**config.mk**
```make
export PLATFORM = sky130hd
export DESIGN_NAME = ex_div_ctrl
export DESIGN_NICKNAME = d
export VERILOG_FILES = /design/src/rtl/ex_div_ctrl.sv
export SDC_FILE = /design/constraint.sdc
export NUM_CORES = 1
export LEC_CHECK = 0
export ABC_AREA = 1
export BUFFER_PORTS_ARGS = -buffer_cell sky130_fd_sc_hd__buf_4
export CORE_AREA = 3 3 183 185
export DETAILED_ROUTE_END_ITERATION = 6
export DIE_AREA = 0 0 186 188
export HOLD_SLACK_MARGIN = 0.03
export PLACE_DENSITY_LB_ADDON = 0.25
export RECOVER_POWER = 100
export SYNTH_ARGS = -nofsm -noshare
export SYNTH_HDL_FRONTEND = slang
export SYNTH_SLANG_ARGS = --single-unit
```
**constraint.sdc**
```tcl
create_clock -name clock -period 7.6 [get_ports clock]
set_clock_uncertainty 0.05 [all_clocks]
set_input_delay 0.38 -clock clock [delete_from_list [all_inputs] [get_ports clock]]
set_output_delay 0.38 -clock clock [all_outputs]
set_load 0.01 [all_outputs]
```
**src/rtl/ex_div_ctrl.sv**
```systemverilog
// Purpose: multi-cycle restoring divide sequencer for the EX stage (div/divu), result to the EX mux.
// Latency: accept cycle + DATA_SIZE BUSY cycles, result in DONE; a zero divisor skips straight to DONE.
// Backpressure: stalls EX through div_stall_c while working; waits in DONE while mem_stall_c is high.
//
// Ports:
//   clock, reset_n          clock and synchronous active-low reset
//   div_start, div_signed   request from EX and signedness (sampled with div_start in IDLE)
//   div_a, div_b            forwarded dividend / divisor
//   flush_c                 branch/jump flush; kills any in-flight divide
//   mem_stall_c             downstream stall; holds the result in DONE
//   div_stall_c             stall request OR'd into ex_stall_c
//   div_done                result valid this cycle
//   div_quot, div_rem       quotient (LO) and remainder (HI)
//   div_by_zero             divisor was zero, qualified by div_done
module ex_div_ctrl #(
  parameter int DATA_SIZE = 32,
  parameter int CNT_W     = $clog2(DATA_SIZE + 1)
) (
  input  logic                 clock,
  input  logic                 reset_n,
  input  logic                 div_start,
  input  logic                 div_signed,
  input  logic [DATA_SIZE-1:0] div_a,
  input  logic [DATA_SIZE-1:0] div_b,
  input  logic                 flush_c,
  input  logic                 mem_stall_c,
  output logic                 div_stall_c,
  output logic                 div_done,
  output logic [DATA_SIZE-1:0] div_quot,
  output logic [DATA_SIZE-1:0] div_rem,
  output logic                 div_by_zero
);

  typedef enum logic [1:0] {
    IDLE = 2'd0,
    BUSY = 2'd1,
    DONE = 2'd2
  } state_t;

  state_t               state;
  state_t               state_nxt;
  logic [CNT_W-1:0]     cnt;
  logic [DATA_SIZE-1:0] abs_b;
  logic [DATA_SIZE-1:0] rem_r;
  logic [DATA_SIZE-1:0] quot_r;
  logic                 sign_q;
  logic                 sign_r;

  // Operand magnitudes; divu never negates.
  logic                 a_neg;
  logic                 b_neg;
  logic [DATA_SIZE-1:0] abs_a_in;
  logic [DATA_SIZE-1:0] abs_b_in;
  logic                 b_zero;
  logic                 accept;

  assign a_neg    = div_signed & div_a[DATA_SIZE-1];
  assign b_neg    = div_signed & div_b[DATA_SIZE-1];
  assign abs_a_in = a_neg ? -div_a : div_a;
  assign abs_b_in = b_neg ? -div_b : div_b;
  assign b_zero   = (div_b == '0);
  assign accept   = (state == IDLE) & div_start & ~flush_c;

  // One restoring step. The shifted remainder is one bit wider than the
  // operands because the remainder can be as large as a full-width divisor
  // minus one; the subtraction result itself always fits DATA_SIZE bits
  // whenever it is kept.
  logic [DATA_SIZE:0]   rem_shift;
  logic                 trial_ok;
  logic [DATA_SIZE-1:0] trial;
  logic [DATA_SIZE-1:0] rem_nxt;
  logic [DATA_SIZE-1:0] quot_nxt;
  logic                 last_iter;

  assign rem_shift = {rem_r, quot_r[DATA_SIZE-1]};
  assign trial_ok  = (rem_shift >= {1'b0, abs_b});
  assign trial     = rem_shift[DATA_SIZE-1:0] - abs_b;
  assign rem_nxt   = trial_ok ? trial : rem_shift[DATA_SIZE-1:0];
  assign quot_nxt  = {quot_r[DATA_SIZE-2:0], trial_ok};
  assign last_iter = (cnt == CNT_W'(1));

  // State register
  always_ff @(posedge clock) begin
    if (!reset_n) begin
      state <= IDLE;
    end else begin
      state <= state_nxt;
    end
  end

  // Next-state logic; flush wins in every state.
  always_comb begin
    state_nxt = state;
    if (flush_c) begin
      state_nxt = IDLE;
    end else begin
      case (state)
        IDLE: begin
          if (div_start) begin
            state_nxt = b_zero ? DONE : BUSY;
          end
        end
        BUSY: begin
          if (last_iter) begin
            state_nxt = DONE;
          end
        end
        DONE: begin
          // div_start is ignored here: the same instruction is still in ID_EX.
          if (!mem_stall_c) begin
            state_nxt = IDLE;
          end
        end
        default: state_nxt = IDLE;
      endcase
    end
  end

  // Outputs. Stall is masked by flush so the killed instruction releases EX
  // in the same cycle the redirect is seen.
  always_comb begin
    div_done    = (state == DONE);
    div_stall_c = 1'b0;
    if (!flush_c) begin
      div_stall_c = accept | (state == BUSY) | ((state == DONE) & mem_stall_c);
    end
  end

  // Datapath and registered results. Sign fixup is applied on the edge that
  // enters DONE, so results are stable for the whole DONE residency.
  always_ff @(posedge clock) begin
    if (!reset_n) begin
      cnt         <= '0;
      abs_b       <= '0;
      rem_r       <= '0;
      quot_r      <= '0;
      sign_q      <= 1'b0;
      sign_r      <= 1'b0;
      div_quot    <= '0;
      div_rem     <= '0;
      div_by_zero <= 1'b0;
    end else if (flush_c) begin
      cnt <= '0;
    end else begin
      case (state)
        IDLE: begin
          if (div_start) begin
            abs_b  <= abs_b_in;
            sign_q <= a_neg ^ b_neg;
            sign_r <= a_neg;
            if (b_zero) begin
              cnt         <= '0;
              div_quot    <= '1;
              div_rem     <= div_a;
              div_by_zero <= 1'b1;
            end else begin
              cnt    <= CNT_W'(DATA_SIZE);
              rem_r  <= '0;
              quot_r <= abs_a_in;
            end
          end
        end
        BUSY: begin
          rem_r  <= rem_nxt;
          quot_r <= quot_nxt;
          cnt    <= cnt - CNT_W'(1);
          if (last_iter) begin
            div_quot    <= sign_q ? -quot_nxt : quot_nxt;
            div_rem     <= sign_r ? -rem_nxt : rem_nxt;
            div_by_zero <= 1'b0;
          end
        end
        default: begin
        end
      endcase
    end
  end

endmodule

```
== Word-level counts from Yosys, hierarchy flattened ==
Index checks and enable logic that the tools add are counted.

* Register bits after elaboration: 171
* Input port bits: 70

* Add/sub/neg operators: 6
* Order comparisons: 1
* Equality and inequality tests: 8
* Mux-type cells: 32
* Bitwise logic cells: 10
* Reductions and logical operators: 9

{| class="wikitable"
|+ Operator list
! kind !! count
|-
| two-way mux 32 bit || 15
|-
| one-hot mux 32 bit (2 select lines) || 4
|-
| negation 32 bit || 4
|-
| greater-or-equal comparator 33 x 32 -> 1 bit || 1
|-
| logical NOT 32 bit || 1
|-
| subtractor 32 bit || 1
|-
| two-way mux 6 bit || 2
|-
| one-hot mux 6 bit (2 select lines) || 1
|-
| inequality test 2 bit (second input constant) || 5
|-
| two-way mux 2 bit || 4
|-
| equality test 6 x 1 -> 1 bit (second input constant) || 1
|-
| one-hot mux 2 bit (3 select lines) || 1
|-
| AND reduction 3 bit || 2
|-
| subtractor 6 x 1 -> 6 bit (second input constant) || 1
|-
| AND 1 bit || 5
|-
| AND reduction 5 bit || 1
|-
| two-way mux 1 bit || 4
|-
| AND reduction 4 bit || 1
|-
| equality test 2 x 1 -> 1 bit (second input constant) || 1
|-
| equality test 2 bit (second input constant) || 1
|-
| logical NOT 2 bit || 1
|-
| inverter 1 bit || 2
|-
| bitwise OR 1 bit || 2
|-
| one-hot mux 1 bit (2 select lines) || 1
|-
| 4 further kinds || 4
|}

== Logic depth before layout (Yosys ltp) ==
Gate-level depths: netlist of run 1.

* Depth after elaboration: 6
* Depth in mapped cells: 30
* Gate-level depth less buffers: 29

== Worst setup path before layout of run 1 ==
Ideal clock, no wire load.

* Path type: reg-to-reg
* Start point: reg abs_b[8]
* End point: reg div_quot[30]
* Arrival: 3526 ps
* Required time: 7418 ps
* Setup slack: 3892 ps
* Stages on the path, launching flop included: 28
* Buffers on the path: 1
* Clock period less this slack: 3708 ps
* Path through: dfxtp_1 > inv_1 > ha_1 > nand2_2 > inv_2 > a21oi_2 > nand3_2 > nand2_2 > nand2_2 > nand3_2 > nand2_4 > inv_2 > buf_2 > ha_1 > inv_1 > nor3_2 > nand2_1 > nor3_2 > nand3_1 > nor2_1 > inv_1 > nor2_1 > nand4_1 > o21ai_1 > o21a_1 > o21ai_1 > o31ai_1 > a21oi_1

* Longest elaborated chain between the ends: 5

{| class="wikitable"
|+ Ends and longest elaborated chain
! what !! RTL line !! RTL
|-
| start, declared || 43 || <nowiki>logic [DATA_SIZE-1:0] abs_b;</nowiki>
|-
| start signal, assigned || 148 || <nowiki>abs_b <= abs_b_in;</nowiki>
|-
| greater-or-equal comparator 33 x 32 -> 1 bit || 76 || <nowiki>assign trial_ok = (rem_shift >= {1'b0, abs_b});</nowiki>
|-
| negation 32 bit || 168 || <nowiki>div_quot <= sign_q ? -quot_nxt : quot_nxt;</nowiki>
|-
| two-way mux 32 bit || 168 ||
|-
| two-way mux 32 bit || 167 || <nowiki>if (last_iter) begin</nowiki>
|-
| one-hot mux 32 bit (2 select lines) || 145 || <nowiki>case (state)</nowiki>
|-
| end signal, assigned || 168 ||
|-
| end, declared || 29 || <nowiki>output logic [DATA_SIZE-1:0] div_quot,</nowiki>
|}

No other way between the ends. The select of a mux whose other input is x is not followed.
A chain may end at the register's enable or synchronous reset.

== Worst setup path after layout of run 1 ==
* Start point: reg state[0]
* End point: reg div_rem[0]

* Longest elaborated chain between the ends: 3
* Elaborated cells on any way between the ends: 8
* Those cells by class: eq/ne: 4; mux: 1; reduce/logical: 3

{| class="wikitable"
|+ Ends and longest elaborated chain
! what !! RTL line !! RTL
|-
| start, declared || 40 || <nowiki>state_t state;</nowiki>
|-
| start signal, assigned || 87 || <nowiki>state <= state_nxt;</nowiki>
|-
| equality test 2 x 1 -> 1 bit or logical NOT 2 bit (tied branches) || 145 ||
|-
| inequality test 2 bit (no line) or nonzero test 2 bit (tied branches) || - ||
|-
| AND reduction 5 bit (no line) || - ||
|-
| end signal, assigned || 154 || <nowiki>div_rem <= div_a;</nowiki>
|-
| end signal, assigned || 169 || <nowiki>div_rem <= sign_r ? -rem_nxt : rem_nxt;</nowiki>
|-
| end, declared || 30 || <nowiki>output logic [DATA_SIZE-1:0] div_rem,</nowiki>
|}

Several ways; a longest one is shown, not always the timed one.

==> summary.md, run 1 <==
| Metric | Value |
|---|---|
| Cell mode on critical path | clkbuf_1 |
| Hold path cells | 3 |
| Netlist Area Pre-Place | ~13000 sq um |
| Net Sw Power | 985 uW |
| Crit-path max FO | 75 |
| Antenna violations before repair | 0 |
| ANT cells | 0 |
| Total track usage | 26.7% |
| Leak | 6.60 nW |
| DR vias | between 10000 and 15000 |
| Sw frac | 37.2% |
| Commonest non-fill, non-tap cell in the layout | nand2_1 |
| Slowest-stage cell, CP | clkbuf_1 |
| Library cells used by synthesis | 55 |
| Worst-Margin Slew | 3.42 ns |
| Final ANT Viol Nets | 0 |
| Residual DRC | 0 |
| Crit path cell chain | inv_1 > nor2_4 > clkbuf_1 > clkinv_1 > clkbuf_1 > o211ai_1 > a21oi_1 |
| Final GP Congestion | 0.957 |
| Die H | 188 microns |
| Starting Density | 39.6% |
| Later-pin clock latency in the skew report | 0.45 ns |
| Syn Area/Cell | 6.17 sq um |
| Root buffer cell | clkbuf_16 |
| Cells after Synth | 2068 |
| Synth area leader | dfxtp_1 |
| RSZ-0062 raised after global routing | false |
| Final min period | 6.21 ns |
| CTS Buf Count | 17 |
| Global-route wire length before repair | 73.3 mm |
| Synth top area share | about 27% |
| CTS tree | built |
| CP Launch Type | flip-flop |
| Outcome | complete, but fails checks |
| Boundary Pins | around 140 |
| CP Class | reg -> reg |
| Final hold vios | 0 |
| Met1 Wirelength | 22.4 mm |
| R2R depth | 7 |
| Clock power frac | between 30% and 40% |
| Reg-to-reg startpoint | state[0] |
| Met2 wire length | 20.6 mm |
| Vias in the first global route | 13000 |
| Iter 0 DRT Violations | 1134 |
| Synth top area cells | dfxtp_1 (27%), nand2_1 (15%), inv_1 (7.1%), a21oi_1 (6.6%), o21ai_0 (5.9%) |
| Clock tree buffer depth | 2 |
| Core Region | 32200 sq um |
| Total global routing overflow | 0 |
| Worst EP arrival | 6.36 ns |
| HPWL after DPL | about 36 mm |
| Max cap viols | 5 |
| Pwr/cell area | between 150 and 200 nW/um^2 |
| Reg-to-reg endpoint | div_rem[0] |
| CP endpoint kind | flip-flop |
| Largest net degree at the start of global routing | 76 |
| Die area | ~35000 sq um |
| Setup slack, reg-to-reg | 1.39 ns |
| First drt pass iteration count | 6 |
| Final WL | about 47 mm |
| WHS Endpoint | abs_b[0] |
| Setup TNS | 0 ns |
| DR WL met3 | 3.15 mm |
| Routed len/inst | 18.3 microns |
| Register bit total from synthesis | 171 |
| Placed Area | 14000 sq um |
| Comb pwr share | 27.9% |
| Most frequent cells in the layout | nand2_1 (525), inv_1 (240), nor2_1 (197), a21oi_1 (171), dfxtp_1 (171) |
| Port buffer count | 136 |
| F_max | 161 MHz |
| Hold Buf Count CTS | 0 |
| Die Wd | 186 microns |
| Setup violations, final | 0 |
| EDFF count, synth | 0 |
| CP max stage delay | roughly 2.3 ns |
| Rows | 66 |
| Hold Path Origin | div_b[0] |
| Failing checks | capacitance limit, slew limit |
| Synthesis Warnings | 0 |
| Final Cell Area | 14300 sq um |
| Synth-to-Final Area Change | 12.2% |
| Peak VDD IR | 0.000154 V |
| DR vias/cell | 5.41 |
| Main synth FF type | dfxtp_1 |
| Nets | 2259 |
| Slew HR | -128% |
| Flop pwr share | 37.0% |
| Worst min path class | in -> reg |
| # Post-CTS Setup Buffers | 0 |
| H-Tree Depth | 4 |
| CP required | 7.76 ns |
| Syn nets | 2177 |
| Max Slew Vio Count | 272 |
| Clock transition at path regs | approximately 0.080 ns |
| Cells resized by post-CTS repair | 0 |
| Int Pwr | roughly 1.7 mW |
| Share of cells above drive strength 1 | 10.1% |
| Asr flop ratio synth | 0% |
| Clk sinks | ~170 |
| Top sig layer | met4 |
| Final period util | approximately four fifths |
| Sequential-to-total area share from yosys stat | a little over a quarter |
## stage by stage
stage | setup slack (ns) | power (mW) | util [%] | hold WS (ns) | std cells
floorplan | 3.89 | 1.49 | - | 0.395 | 2068
global placement | 2.27 | 1.73 | 43.5 | 0.407 | 2539
detailed placement | 2.15 | 1.73 | 43.5 | 0.408 | 2539
CTS | 2.14 | 2.66 | 45.4 | 0.133 | 2571
global route | 0.781 | 2.77 | 44.5 | 0.180 | 2571
finish | 1.39 | 2.65 | 44.5 | 0.145 | 2571
## sequential cells by signal, indices dropped and copies added (netlist names)
name and count:
sign_r 1, div_rem 32, quot_r 32, div_quot 32, state 2, sign_q 1
rem_r 32, cnt 6, div_by_zero 1, abs_b 32
## critical path, delay by kind of cell, from the launching register on
family	cells	cell delay, ns
AO/OA/AOI/OAI	2	1.09
flip-flops	1	0.36
AND/OR/NAND/NOR	1	0.11
buffers and inverters	4	4.27
## synthesized netlist by cell type, types with 20 or more instances
| cell type | n |
|---|---|
| inv_2 | 20 |
| nand2_2 | 28 |
| o21ai_0 | 150 |
| nand3_1 | 125 |
| a21oi_1 | 169 |
| ha_1 | 38 |
| xor2_1 | 33 |
| o211ai_1 | 21 |
| nand4_1 | 29 |
| nor3_1 | 31 |
| nand2_1 | 525 |
| inv_1 | 240 |
| clkbuf_1 | 60 |
| nor2_1 | 199 |
| a31oi_1 | 40 |
| dfxtp_1 | 171 |
## power by group through the flow
stage	Combinational, mW	Sequential [mW]	Clock (mW)
final	0.738	0.979	0.931
after global routing	0.823	0.984	0.963
after CTS	0.738	0.978	0.940
after detailed placement	0.734	0.999	0
after global placement	0.732	0.998	0
after floorplan	0.499	0.992	0
## cell type report
class	instances	area (sq um)
inverters	266	1000
multi-input cells	1546	7960
repair buffers	148	835
fillers	3547	17900
clock inverters	13	158
flip-flops and latches	171	3420
clock buffers	19	433
well taps	408	510
## worst max path at each step
stage / slack, ns / from / cells after the start / endpoint
2_1_floorplan: 3.89 / abs_b[8] / 27 / div_quot[30]
3_3_place_gp: 2.27 / abs_b[6] / 27 / div_quot[30]
3_5_place_dp: 2.15 / abs_b[22] / 26 / div_quot[30]
4_1_cts: 2.14 / abs_b[22] / 26 / div_quot[30]
5_1_grt: 0.78 / state[0] / 9 / div_quot[30]
6_report: 1.39 / state[0] / 7 / div_rem[0]
## logic make-up (layout without fill, tap and decap cells)
family	after synthesis	after routing	share of synthesized area [%]
flip-flops	171	171	26.8
XOR/XNOR	49	49	3.36
buffers and inverters	351	446	10.8
AO/OA/AOI/OAI	450	450	20.0
AND/OR/NAND/NOR	1007	1007	35.0
multiplexers	1	1	0.0785
adder cells (fa/ha/maj)	39	39	3.88
## per-layer routing
layer  vias to the layer above  track usage (%)
met5                         -                0
met4                         0             6.19
met3                        46             3.84
met2                       470             41.3
met1                      6413             39.1
li1                       6973                -
(Power assumes the default switching activity.)
==> run 2, diff against run 1 <==
ABC_AREA = 0   (was 1)
CORE_AREA = 3 3 178 180   (was 3 3 183 185)
DIE_AREA = 0 0 181 183   (was 0 0 186 188)
clock period = 6.5 ns   (was 7.6 ns; I/O delays follow)
==> summary.md, run 2 <==
| Metric | Value |
|---|---|
| CP required | 6.71 ns (-1.05 ns) |
| Worst EP arrival | 5.93 ns (-0.43 ns) |
| Total track usage | 23.0% (-3.6 points) |
| Slew HR | -114% (+14 points) |
| Setup slack, reg-to-reg | 0.79 ns (-0.61 ns) |
| Routed len/inst | 18.7 microns (+2.4%) |
| Boundary Pins | 137 (unchanged) |
| Main synth FF type | dfxtp_1 |
| Netlist Area Pre-Place | 12100 sq um (-5.1%) |
| FILL cells | 3160 (-11%) |
| Top sig layer | met4 |
| Worst-Margin Slew | 3.21 ns (-0.213 ns) |
| Most frequent cell after synthesis | nor2_1 |
| Max Slew Vio Count | 246 (-9.6%) |
| R2R depth | 16 (+9) |
| Synth top area cells | dfxtp_1 (28%), nor2_1 (7.5%), a21oi_1 (7.0%), xor2_1 (5.1%), o21ai_0 (4.4%) |
| Clock tree buffer depth | 2 (unchanged) |
| Buf/Inv on CP | 1 (-3) |
| Synth-to-Final Area Change | 11.9% |
| CTS tree | built |
| Reg-to-reg startpoint | abs_b[26] |
| Most frequent cells in the layout | nor2_1 (240), dfxtp_1 (171), a21oi_1 (169), nand2_1 (121), o21ai_0 (108) |
| Pwr/cell area | 210 nW/um^2 (+13%) |
| ANT cells | 0 (unchanged) |
| Library cells used by synthesis | 89 (+62%) |
| First drt pass iteration count | 6 (unchanged) |
| Most frequent cells after synthesis | nor2_1 (241), dfxtp_1 (171), a21oi_1 (169) |
| DR WL met3 | 2.55 mm (-19%) |
| Root buffer cell | clkbuf_16 |
| Failing checks | capacitance limit, slew limit |
| Syn nets | 1739 (-20%) |
| # Post-CTS Setup Buffers | 0 (unchanged) |
| Crit path cell chain | inv_1 > ha_1 > a21oi_1 > o21ai_0 > a2111oi_0 > o211a_1 > nand2_4 > o21ai_0 > ha_1 > nand4b_1 > nor4_1 > a32oi_1 > or4_1 > nand2_1 > xor2_1 > a2111oi_0 |
| Rows | 64 (-3.0%) |
| Leak | 5.02 nW (-24%) |
| Setup TNS | 0 ns (unchanged) |
| Sequential-to-total area share from yosys stat | 28.3% (+1.5 points) |
| Final hold vios | 0 (unchanged) |
| Outcome | complete, but fails checks |
| Final period util | 87.9% (+6.2 points) |
| CP endpoint kind | flip-flop |
| Crit-path max FO | 52 (-31%) |
| Reg-to-reg endpoint | div_rem[22] |
| Critical path's top delay family | compound AO/OA/AOI/OAI gates |
| Met2 wire length | 17.8 mm (-14%) |
| Dpl ws | 1.06 ns (-1.09 ns) |
| Tot Pwr | 2.84 mW (+7.3%) |
| RSZ-0062 raised after global routing | false |
| CP Launch Type | flip-flop |
| Cells resized by post-CTS repair | 0 (unchanged) |
| Starting Density | 39.9% (+0.27 points) |
| Asr flop ratio synth | 0% (unchanged) |
| Max cap viols | 5 (unchanged) |
| Clk sinks | 171 (unchanged) |
| Synth area leader | dfxtp_1 |
| Commonest non-fill, non-tap cell in the layout | nor2_1 |
| Later-pin clock latency in the skew report | 0.43 ns (-0.02 ns) |
| Cells after Synth | 1630 (-21%) |
| Peak VDD IR | 0.000181 V (+17%) |
| Residual DRC | 0 (unchanged) |
| Final GP Congestion | 0.935 (-2.3%) |
| EDFF count, synth | 0 (unchanged) |
| Dpl cells | 2070 (-18%) |
| Die area | 33100 sq um (-5.3%) |
| Die Wd | 181 microns (-2.7%) |
| H-Tree Depth | 4 (unchanged) |
| Hold path cells | 3 (unchanged) |
| CP Class | reg -> reg |
| Iter 0 DRT Violations | 980 (-14%) |
| Nets | 1802 (-20%) |
| Synthesis Warnings | 0 (unchanged) |
| Register bit total from synthesis | 171 (unchanged) |
| Port buffer count | 136 (unchanged) |
| Final ANT Viol Nets | 0 (unchanged) |
| Syn Area/Cell | 7.43 sq um (+20%) |
| Slowest-stage cell, CP | a2111oi_0 |
| Final WL | 39.3 mm (-16%) |
| Hold Path Origin | div_b[0] |
| Share of cells above drive strength 1 | 8.15% (-2.0 points) |
| F_max | 175 MHz (+8.6%) |
| Post-Layout Cell Count | 2101 (-18%) |
| Total global routing overflow | 0 (unchanged) |
| Clock transition at path regs | 0.08 ns (about the same) |
| Setup violations, final | 0 (unchanged) |
| Worst min path class | in -> reg |
| Antenna violations before repair | 0 (unchanged) |
| DR vias | 12200 (-12%) |
| Core Region | 30300 sq um (-5.8%) |
| Vias in the first global route | 11300 (-13%) |
| Largest net degree at the start of global routing | 75 (-1.3%) |
| Synth top area share | 28.3% (+1.5 points) |
| Met1 Wirelength | 17.9 mm (-20%) |
| CTS Buf Count | 17 (unchanged) |
| Final min period | 5.71 ns (-0.493 ns) |
| WHS Endpoint | abs_b[0] |
| CP max stage delay | 0.74 ns (-1.55 ns) |
| HPWL after DPL | 29.5 mm (-17%) |
| Setup WS post-layout | 0.786 ns (-0.607 ns) |
| Global-route wire length before repair | 62.3 mm (-15%) |
| Hold Buf Count CTS | 0 (unchanged) |
| Critical Path Stages | 16 (+9) |
| DR vias/cell | 5.82 (+7.7%) |
| Die H | 183 microns (-2.7%) |
-- run 2: cell types whose count changed after synthesis, sizes merged, moves of 37 or more --
cell,before,now
inv,260,52
a211oi,15,67
nand2,557,122
xnor2,16,58
xor2,33,70
nand3,139,31
o21ai,164,112
-- run 2: routing by layer --
layer | vias to the layer above | track usage [%]
met3 | 63 | 2.88
met5 | - | 0
met4 | 0 | 7.01
met2 | 447 | 37.7
met1 | 5642 | 32.0
li1 | 6081 | -
-- run 2: per-stage QoR --
step	util, %	area [sq um]	hold slack [ns]
after floorplan	-	12100	0.382
after global placement	43.8	13300	0.392
after detailed placement	43.8	13300	0.395
after CTS	45.7	13900	0.108
after global routing	44.6	13500	0.143
final	44.6	13500	0.122
-- run 2: worst max path at each step --
stage | slack (ns) | start | end
floorplan | 1.75 | abs_b[26] | div_rem[30]
global placement | 1.43 | abs_b[26] | div_rem[30]
detailed placement | 1.06 | abs_b[26] | div_rem[22]
CTS | 1.02 | abs_b[26] | div_rem[22]
global route | 0.27 | div_b[1] | quot_r[26]
finish | 0.79 | abs_b[26] | div_rem[22]
-- run 2: cells by family after synthesis --
family	after synthesis	synth area share, %
fa+ha+maj	39	4.09
mux	19	1.65
simple gates	584	23.1
buf+inv	158	5.35
xor+xnor	128	9.26
compound gates	531	28.2
flops	171	28.3
-- run 2: final cells by class --
class                   count  area (sq um)  share of cell area (%)
inverters                  53           200                    1.48
clock buffers              17           425                    3.14
repair buffers            149           842                    6.22
flip-flops and latches    171          3420                    25.3
multi-input cells        1301          8010                    59.1
clock inverters            14           149                    1.10
well taps                 396           495                    3.66
-- run 2: where the power goes --
part / internal, mW / leakage (nW) / total (mW) / switching [mW]
Combinational: 0.251 / 3.35 / 0.702 / 0.451
Sequential: 1.09 / 1.39 / 1.13 / 0.0389
Clock: 0.513 / 0.280 / 1.02 / 0.502
Total: 1.85 / 5.02 / 2.84 / 0.992
-- run 2: tightest hold or removal path: stages --
cell and delay, ns:
buf_4 0.13, nand2_1 0.06, a21oi_1 0.05
==> run 3, diff against run 2 <==
==> constraint.sdc (replaced) <==
create_clock -name clock -period 6.5 [get_ports clock]
set_clock_uncertainty 0.05 [all_clocks]
set_input_delay 0.975 -clock clock [delete_from_list [all_inputs] [get_ports clock]]
set_output_delay 0.975 -clock clock [all_outputs]
set_load 0.01 [all_outputs]
==> summary.md, run 3 (synthesis gave the netlist of run 2 again) <==
| Metric | Value |
|---|---|
| F_max | 170 MHz (-3.0%) |
| H-Tree Depth | 4 (unchanged) |
| Vias in the first global route | 11400 (+0.68%) |
| Met2 wire length | 18.0 mm (+0.60%) |
| Hold Buf Count CTS | 0 (unchanged) |
| Failing checks | capacitance limit, slew limit |
| HPWL after DPL | 30.3 mm (+2.5%) |
| Clock transition at path regs | 0.08 ns (about the same) |
| # Post-CTS Setup Buffers | 0 (unchanged) |
| Most frequent cells in the layout | nor2_1 (240), dfxtp_1 (171), a21oi_1 (169), nand2_1 (121), o21ai_0 (107) |
| Final period util | 90.7% (+2.7 points) |
| Setup violations, final | 0 (unchanged) |
| Cells resized by post-CTS repair | 0 (unchanged) |
| DR WL met3 | 2.30 mm (-9.9%) |
| Comb pwr share | 24.7% (about the same) |
| Crit path cell chain | clkbuf_1 > inv_1 > ha_1 > or3b_2 > or4_1 > nor3_4 > and4_1 > nor4b_1 > o22ai_1 > or3_1 > clkbuf_1 > or3_1 > o211ai_1 > a21oi_1 |
| Rows | 64 (unchanged) |
| Commonest non-fill, non-tap cell in the layout | nor2_1 |
| Clock tree buffer depth | 2 (unchanged) |
| Final WL | 39.9 mm (+1.5%) |
| Clock power frac | 36.1% (+0.4 points) |
| ANT cells | 0 (unchanged) |
| Flop pwr share | 39.3% (-0.3 points) |
| Final hold vios | 0 (unchanged) |
| Boundary Pins | 137 (unchanged) |
| CTS Buf Count | 17 (unchanged) |
| Final min period | 5.89 ns (+0.179 ns) |
| Sw frac | 35.4% (+0.53 points) |
| Total track usage | 23.4% (+0.33 points) |
| Final GP Congestion | 0.944 (+0.97%) |
| CP max stage delay | 1.23 ns (+0.49 ns) |
| Pwr/cell area | 211 nW/um^2 (+0.53%) |
| CP Class | in -> reg |
| Post-Layout Cell Count | 2100 (-0.048%) |
| Antenna violations before repair | 0 (unchanged) |
| Share of cells above drive strength 1 | 8.27% (+0.12 points) |
| Core Region | 30300 sq um (unchanged) |
| Worst-Margin Slew | 2.62 ns (-0.581 ns) |
| First drt pass iteration count | 6 (unchanged) |
| Dpl cells | 2069 (-0.048%) |
| Starting Density | 39.9% (unchanged) |
| Net Sw Power | 1.01 mW (+2.3%) |
| Die Wd | 181 microns (unchanged) |
| CP required | 6.76 ns (+0.05 ns) |
| CP endpoint kind | flip-flop |
| Worst min path class | reg -> reg |
| Leak | 5.04 nW (+0.42%) |
| Slowest-stage cell, CP | nor4b_1 |
| Max Slew Vio Count | 101 (-59%) |
| Later-pin clock latency in the skew report | 0.44 ns (about the same) |
| Crit-path max FO | 25 (-52%) |
| Final ANT Viol Nets | 0 (unchanged) |
| Peak VDD IR | 0.000182 V (+0.62%) |
| FILL cells | 3145 (-0.47%) |
| Clk sinks | 171 (unchanged) |
| Met1 Wirelength | 18.7 mm (+4.1%) |
| RSZ-0062 raised after global routing | false |
| Port buffer count | 136 (unchanged) |
| Total global routing overflow | 0 (unchanged) |
| Global-route wire length before repair | 62.8 mm (+0.86%) |
| Worst EP arrival | 6.16 ns (+0.23 ns) |
| Die area | 33100 sq um (unchanged) |
| Slew HR | -75.0% (+39 points) |
| DR vias/cell | 5.80 (-0.47%) |
| Residual DRC | 0 (unchanged) |
| Die H | 183 microns (unchanged) |
| Routed len/inst | 19.0 microns (+1.5%) |
| CTS tree | built |
| Tot Pwr | 2.87 mW (+0.76%) |
| Max cap viols | 3 (-2) |
| Root buffer cell | clkbuf_16 |
| Int Pwr | 1.85 mW (about the same) |
| Setup TNS | 0 ns (unchanged) |
| Outcome | complete, but fails checks |
| Nets | 1801 (-0.055%) |
| DR vias | 12200 (-0.52%) |
| Iter 0 DRT Violations | 1222 (+25%) |
| Top sig layer | met4 |
| Largest net degree at the start of global routing | 75 (unchanged) |
| Synth-to-Final Area Change | 12.2% |
| CP Launch Type | primary input |
run 3: worst paths after layout:
| check | startpoint | to | slack, ns | depth (start not counted) |
|---|---|---|---|---|
| setup / recovery | div_b[1] | div_rem[30] | 0.61 | 14 |
| hold / removal | abs_b[25] | abs_b[25] | 0.41 | 2 |
| hold reg to reg | abs_b[25] | abs_b[25] | 0.41 | 2 |
| setup reg to reg | abs_b[26] | div_rem[22] | 1.06 | 16 |
run 3: power groups by stage:
stage / combinational, mW / sequential [mW] / clock (mW)
floorplan: 0.484 / 1.14 / 0
global placement: 0.705 / 1.15 / 0
detailed placement: 0.705 / 1.15 / 0
CTS: 0.709 / 1.13 / 1.05
global route: 0.778 / 1.13 / 1.09
finish: 0.706 / 1.13 / 1.03
run 3: per-stage QoR:
step                      hold WS, ns  utilization (%)  instance area [sq um]  setup slack, ns
final                           0.411             44.7                  13600            0.607
after global routing            0.430             44.7                  13600            0.254
after CTS                       0.412             45.7                  13900             1.20
after detailed placement        0.402             43.8                  13300             1.21
after global placement          0.395             43.8                  13300             1.43
after floorplan                 0.382                -                  12100             1.75
run 3: critical path, delay by kind of cell:
family | cells | cell delay, ns
compound gates | 3 | 0.65
fa+ha+maj | 1 | 0.16
buf+inv | 3 | 0.62
simple gates | 7 | 3.73
run 3: per-layer routing:
layer / vias up / GRT usage, %
met3: 48 / 2.76
li1: 6063 / -
met1: 5666 / 32.5
met4: 0 / 7.25
met2: 393 / 38.2
met5: - / 0
run 3: layout make-up:
cell class | count | area (sq um) | area share, %
Multi-Input combinational cell | 1301 | 8030 | 59.1
Sequential cell | 171 | 3420 | 25.2
Timing Repair Buffer | 148 | 857 | 6.31
Tap cell | 396 | 495 | 3.65
Clock buffer | 17 | 425 | 3.13
Inverter | 53 | 200 | 1.47
Clock inverter | 14 | 151 | 1.11
